===== config.mk =====
export PLATFORM = sky130hd
export DESIGN_NAME = cache_arbiter_flat
export DESIGN_NICKNAME = d
export VERILOG_FILES = /design/src/rtl/cache_arbiter_pkg.sv /design/src/rtl/cache_arbiter_if.sv /design/src/rtl/cache_arbiter.sv /design/src/flat_wrapper.sv
export SDC_FILE = /design/constraint.sdc
export NUM_CORES = 1
export LEC_CHECK = 0
export ABC_AREA = 1
export BUFFER_PORTS_ARGS = -buffer_cell sky130_fd_sc_hd__buf_2
export CORE_AREA = 2 2 535 537
export CTS_CLUSTER_DIAMETER = 40
export DETAILED_ROUTE_END_ITERATION = 6
export DIE_AREA = 0 0 537 539
export SLEW_MARGIN = 20
export SYNTH_ARGS = -nofsm -noshare
export SYNTH_HDL_FRONTEND = slang
export SYNTH_SLANG_ARGS = --single-unit

===== constraint.sdc =====
create_clock -name clk -period 10.2 [get_ports clk]
set_input_delay 1.02 -clock clk [delete_from_list [all_inputs] [get_ports clk]]
set_output_delay 1.02 -clock clk [all_outputs]
set_load 0.005 [all_outputs]

===== src/rtl/cache_arbiter_pkg.sv =====
// Shared types and sizes for the I/D-cache to physical-memory arbiter.
//   ARB_LINE_W / ARB_ADDR_W : default cache line and byte address widths
//   arb_state_t             : arbiter FSM states
//   arb_grant_t             : which cache owns (or last owned) the pmem port
package cache_arbiter_pkg;

  localparam int ARB_LINE_W = 256;
  localparam int ARB_ADDR_W = 32;

  typedef enum logic [1:0] {
    IDLE = 2'd0,
    I_RD = 2'd1,
    D_RD = 2'd2,
    D_WR = 2'd3
  } arb_state_t;

  typedef enum logic {
    GRANT_I = 1'b0,
    GRANT_D = 1'b1
  } arb_grant_t;

  // Plain-vector copies of the state encoding for the FSM register.
  localparam logic [1:0] ST_IDLE = IDLE;
  localparam logic [1:0] ST_I_RD = I_RD;
  localparam logic [1:0] ST_D_RD = D_RD;
  localparam logic [1:0] ST_D_WR = D_WR;

endpackage


===== src/rtl/cache_arbiter_if.sv =====
// Bundle of the I-cache, D-cache and pmem signals seen by the arbiter.
//   slave  : arbiter view (takes cache requests and pmem responses,
//            drives cache responses and pmem strobes)
//   master : environment view (caches + memory), the mirror image
interface cache_arbiter_if #(
  parameter int LINE_W = cache_arbiter_pkg::ARB_LINE_W,
  parameter int ADDR_W = cache_arbiter_pkg::ARB_ADDR_W
) ();

  logic              i_read;
  logic [ADDR_W-1:0] i_addr;
  logic [LINE_W-1:0] i_rdata;
  logic              i_resp;

  logic              d_read;
  logic              d_write;
  logic [ADDR_W-1:0] d_addr;
  logic [LINE_W-1:0] d_wdata;
  logic [LINE_W-1:0] d_rdata;
  logic              d_resp;

  logic              pmem_read;
  logic              pmem_write;
  logic [ADDR_W-1:0] pmem_addr;
  logic [LINE_W-1:0] pmem_wdata;
  logic [LINE_W-1:0] pmem_rdata;
  logic              pmem_resp;

  modport slave (
    input  i_read, i_addr, d_read, d_write, d_addr, d_wdata, pmem_rdata, pmem_resp,
    output i_rdata, i_resp, d_rdata, d_resp, pmem_read, pmem_write, pmem_addr, pmem_wdata
  );

  modport master (
    output i_read, i_addr, d_read, d_write, d_addr, d_wdata, pmem_rdata, pmem_resp,
    input  i_rdata, i_resp, d_rdata, d_resp, pmem_read, pmem_write, pmem_addr, pmem_wdata
  );

endinterface


===== src/rtl/cache_arbiter.sv =====
// Arbitrates I-cache and D-cache line traffic onto the single pmem port,
// one whole-line transaction at a time, with one-bit round-robin fairness.
//   clk : clock
//   rst : asynchronous, active-high reset
//   bus : cache_arbiter_if.slave (cache requests/responses, pmem port)
//
// state | meaning
// ------+-------------------------------------------------------------
// IDLE  | no transaction; sample requests and grant one
// I_RD  | pmem line read on behalf of the I-cache
// D_RD  | pmem line read on behalf of the D-cache
// D_WR  | pmem line writeback on behalf of the D-cache
module cache_arbiter
  import cache_arbiter_pkg::*;
#(
  parameter int LINE_W = ARB_LINE_W,
  parameter int ADDR_W = ARB_ADDR_W
) (
  input logic            clk,
  input logic            rst,
  cache_arbiter_if.slave bus
);

  logic [1:0]        state, state_nxt;
  arb_grant_t        last_grant, grant_nxt;
  logic [ADDR_W-1:0] addr_q, addr_nxt;
  logic [LINE_W-1:0] wdata_q, wdata_nxt;
  logic              i_req, d_req, pick_d;

  always_comb begin
    i_req     = bus.i_read;
    d_req     = bus.d_read | bus.d_write;
    // D wins when it is alone, or when both contend and I was served last.
    pick_d    = d_req && (!i_req || last_grant == GRANT_I);
    state_nxt = state;
    grant_nxt = last_grant;
    addr_nxt  = addr_q;
    wdata_nxt = wdata_q;
    case (state)
      ST_IDLE: begin
        if (pick_d) begin
          grant_nxt = GRANT_D;
          addr_nxt  = bus.d_addr;
          if (bus.d_write) begin
            state_nxt = ST_D_WR;
            wdata_nxt = bus.d_wdata;
          end else begin
            state_nxt = ST_D_RD;
          end
        end else if (i_req) begin
          grant_nxt = GRANT_I;
          addr_nxt  = bus.i_addr;
          state_nxt = ST_I_RD;
        end
      end
      default: begin
        if (bus.pmem_resp) state_nxt = ST_IDLE;
      end
    endcase
  end

  always_ff @(posedge clk or posedge rst) begin
    if (rst) begin
      state      <= ST_IDLE;
      last_grant <= GRANT_I;
      addr_q     <= '0;
      wdata_q    <= '0;
    end else begin
      state      <= state_nxt;
      last_grant <= grant_nxt;
      addr_q     <= addr_nxt;
      wdata_q    <= wdata_nxt;
    end
  end

  assign bus.pmem_read  = (state == ST_I_RD) || (state == ST_D_RD);
  assign bus.pmem_write = (state == ST_D_WR);
  assign bus.pmem_addr  = addr_q;
  assign bus.pmem_wdata = wdata_q;

  // Completion is combinational on pmem_resp so the cache sees the line
  // in the same cycle memory delivers it.
  assign bus.i_resp  = (state == ST_I_RD) && bus.pmem_resp;
  assign bus.d_resp  = ((state == ST_D_RD) || (state == ST_D_WR)) && bus.pmem_resp;
  assign bus.i_rdata = ((state == ST_I_RD) && bus.pmem_resp) ? bus.pmem_rdata : '0;
  assign bus.d_rdata = ((state == ST_D_RD) && bus.pmem_resp) ? bus.pmem_rdata : '0;

  // A D-cache read and writeback at once is illegal; the write wins above.
  a_no_d_rw: assert property (@(posedge clk) disable iff (rst) !(bus.d_read && bus.d_write));

endmodule


===== src/flat_wrapper.sv =====
// flat-port wrapper written by rule: the top's interface ports become plain ports
module cache_arbiter_flat import cache_arbiter_pkg::*;
#(
  parameter int LINE_W = ARB_LINE_W,
  parameter int ADDR_W = ARB_ADDR_W
)
  (clk, rst, bus_i_read, bus_i_addr, bus_d_read, bus_d_write, bus_d_addr, bus_d_wdata, bus_pmem_rdata, bus_pmem_resp, bus_i_rdata, bus_i_resp, bus_d_rdata, bus_d_resp, bus_pmem_read, bus_pmem_write, bus_pmem_addr, bus_pmem_wdata);
  cache_arbiter_if #(.LINE_W(LINE_W), .ADDR_W(ADDR_W)) bus_i ();
  input logic clk;
  input logic rst;
  input wire logic [$bits(bus_i.i_read)-1:0] bus_i_read;
  input wire logic [$bits(bus_i.i_addr)-1:0] bus_i_addr;
  input wire logic [$bits(bus_i.d_read)-1:0] bus_d_read;
  input wire logic [$bits(bus_i.d_write)-1:0] bus_d_write;
  input wire logic [$bits(bus_i.d_addr)-1:0] bus_d_addr;
  input wire logic [$bits(bus_i.d_wdata)-1:0] bus_d_wdata;
  input wire logic [$bits(bus_i.pmem_rdata)-1:0] bus_pmem_rdata;
  input wire logic [$bits(bus_i.pmem_resp)-1:0] bus_pmem_resp;
  output wire logic [$bits(bus_i.i_rdata)-1:0] bus_i_rdata;
  output wire logic [$bits(bus_i.i_resp)-1:0] bus_i_resp;
  output wire logic [$bits(bus_i.d_rdata)-1:0] bus_d_rdata;
  output wire logic [$bits(bus_i.d_resp)-1:0] bus_d_resp;
  output wire logic [$bits(bus_i.pmem_read)-1:0] bus_pmem_read;
  output wire logic [$bits(bus_i.pmem_write)-1:0] bus_pmem_write;
  output wire logic [$bits(bus_i.pmem_addr)-1:0] bus_pmem_addr;
  output wire logic [$bits(bus_i.pmem_wdata)-1:0] bus_pmem_wdata;
  assign bus_i.i_read = bus_i_read;
  assign bus_i.i_addr = bus_i_addr;
  assign bus_i.d_read = bus_d_read;
  assign bus_i.d_write = bus_d_write;
  assign bus_i.d_addr = bus_d_addr;
  assign bus_i.d_wdata = bus_d_wdata;
  assign bus_i.pmem_rdata = bus_pmem_rdata;
  assign bus_i.pmem_resp = bus_pmem_resp;
  assign bus_i_rdata = bus_i.i_rdata;
  assign bus_i_resp = bus_i.i_resp;
  assign bus_d_rdata = bus_i.d_rdata;
  assign bus_d_resp = bus_i.d_resp;
  assign bus_pmem_read = bus_i.pmem_read;
  assign bus_pmem_write = bus_i.pmem_write;
  assign bus_pmem_addr = bus_i.pmem_addr;
  assign bus_pmem_wdata = bus_i.pmem_wdata;
  cache_arbiter #(.LINE_W(LINE_W), .ADDR_W(ADDR_W)) u_core (.clk(clk), .rst(rst), .bus(bus_i));
endmodule

==> flow_metrics.tcl <==
set metrics [dict create \
    die_w_um 537 \
    drive_above_1_share 0.4203 \
    finalSetupTns_ps 0 \
    rsz0062_at_grt "false" \
    antenna_found_initial 296 \
    cts_resized 0 \
    hold_viol 0 \
    synth.avg_cell_area_um2 6.790 \
    areaGrowthSynthToFinish_pct 86.06 \
    overflow 0 \
    synth.yosys.seq_area_share 0.4775 \
    setup_violations 0 \
    drt_wl_total_um 260700 \
    cts_inserted_buffers 52 \
    ys_ff_latch 291 \
    r2r_start "u_core.state[1]" \
    die_h_um 539 \
    max-slew-margin-rel 0.2911 \
    dpl_cell_area_mm2 0.02637 \
    dr.pass1.iters 5 \
    root_buffer "clkbuf_16" \
    crit_type "flip-flop to output pin" \
    drv_cap 0 \
    grt_pass1_vias 20280 \
    core-area_mm2 0.2840 \
    netlist_instances 2246 \
    crit_arrival_ps 3690 \
    synth_edf_count 0 \
    worstPathMaxFanout 184 \
    ios 1386 \
    worstMarginPinSlew_ps 1063 \
    clock_sinks 291 \
    cp-end-kind "output pin" \
    yosysTopAreaCell "dfrtp_1" \
    ir_drop_mv 0.1259 \
    dieArea_mm2 0.2894 \
    clk_path_buf_depth 3 \
    async_flop_share 1.000 \
    drc 0 \
    synth.distinct_cells 19 \
    clk_latency_ps 690 \
    start_util 0.05370 \
    grt_max_degree 185 \
    syn_nets 2833 \
    clock_skew_ps 43.49 \
    ant_nets 0 \
    yosys_most_used_dff "dfrtp_1" \
    grt_use_total 0.1730 \
    synthTopCellsByCount "621 x nand2_1, 514 x nor2_1, 328 x inv_1" \
    synth.most_common_cell "nand2_1" \
    ff2ff_path_depth 8 \
    nets 4131 \
    period_needed_ps 4708 \
    r2r_slack_ps 6740 \
    gp_congestion 0.9172 \
    cp-start-kind "flip-flop" \
    via_per_inst 2.948 \
    p_leak_uw 0.01617 \
    period_share 0.4616 \
    dp_hpwl_um 237200 \
    placement.io_buffers 1385 \
    hold_buffers 0 \
    power_density_mw_per_mm2 277.5 \
    postCtsSetupBuffers 0 \
    synth_top_area_frac 0.4775 \
    r2r-end "u_core.bus.pmem_wdata[19]" \
    syn-cell-area_mm2 0.01525 \
    drt-wirelength-per-cell_um 35.25 \
    design_area_mm2 0.02838 \
    status "complete, no violations" \
    cp.required_ps 9180 \
    path_clk_slew_ps 60 \
    routed-via-count 21800 \
    yosysWarnings 0 \
    yosys-top-cells-area "dfrtp_1 48%, nand2_1 15%, nor2_1 13%" \
    cts_tree "done" \
    final_max_slew_viol_count 0 \
    rows 196 \
    max_freq_mhz 212.4 \
    htreeDepth 2 \
    first_iter_violations 1619 \
    grt_pass1_wl_um 303200 \
    hold_class "input pin to asynchronous set/reset pin" \
]
## cell type report
class / instances / area, um^2
timing repair buffer: 1399 / 7107
clock buffer: 57 / 1360
fill: 33570 / 255600
antenna: 46 / 115.1
clock inverter: 41 / 506.7
inverter: 329 / 1250
sequential: 291 / 7282
multi-input combinational: 1471 / 6048
tap: 3762 / 4707
## state kept, by name, indices dropped and copies added (netlist names)
name and cells:
u_core.bus.pmem_addr 32, u_core.last_grant 1, u_core.bus.pmem_wdata 256, u_core.state 2
## cells in the final DEF (no fill, tap or decap), types with 8 or more instances in the layout
master      Yosys  routed
dfrtp_1       291     291
clkinvlp_4      0      10
inv_1         328     327
nand2_1       621     617
inv_8           0       8
buf_2          11    1385
buf_4          17       9
nand3_1        66      66
diode_2         0      46
clkbuf_16       0      52
inv_6           0      11
nor2_1        514     514
o21ai_0       253     253
## how the worst max path moves through the flow
| stage | from | endpoint | slack [ps] | cells past startpoint |
|---|---|---|---|---|
| 3_3_place_gp | bus_pmem_resp | bus_d_rdata[172] | 5680 | 6 |
| 3_5_place_dp | bus_pmem_resp | bus_d_rdata[172] | 5690 | 6 |
| 5_1_grt | u_core.state[0] | bus_d_rdata[172] | 5260 | 7 |
| 4_1_cts | u_core.state[0] | bus_d_rdata[172] | 5450 | 7 |
| 6_report | u_core.state[0] | bus_d_rdata[172] | 5490 | 7 |
| 2_1_floorplan | rst | u_core.bus.pmem_addr[0] | 1150 | 1 |
## power breakdown
group,switching [uW],total [uW],internal (uW)
clock,774,1900,1120
combinational,3020,4000,983
sequential,269,1980,1710
## critical path, stage by stage, from the launching register on
cell and delay [ps]:
dfrtp_1 390, inv_1 90, ha_1 230, nand2_4 330, buf_4 640, buf_12 700
nor2_1 230, buf_2 220
## per-layer routing
| metal | share of wire | track usage |
|---|---|---|
| met3 | 0.17 | 0.1291 |
| met4 | 0.027 | 0.02837 |
| met5 | 0.0014 | 0 |
| met2 | 0.41 | 0.2573 |
| met1 | 0.39 | 0.1988 |
## through the flow
step           hold slack, ps  setup WS (ps)  utilization  instances  power (uW)
3_3_place_gp            458.3           5683      0.09285       7251        6088
5_1_grt                 496.6           5257      0.09968       7369        8489
2_1_floorplan           472.3           1146            -       2246        3182
6_report                462.9           5492      0.09992       7396        7875
3_5_place_dp            462.0           5686      0.09285       7251        6099
4_1_cts                 462.9           5448      0.09942       7349        8052
## cells by family (layout without fill, tap and decap cells)
family,after synthesis,after routing,share of synthesized area
AO/OA/AOI/OAI,259,259,0.08499
adder cells (fa/ha/maj),5,5,0.004102
buffers and inverters,484,1826,0.1296
flip-flops,291,291,0.4775
other,0,46,0
AND/OR/NAND/NOR,1207,1207,0.3038
Power figures use the tool's default switching activity.
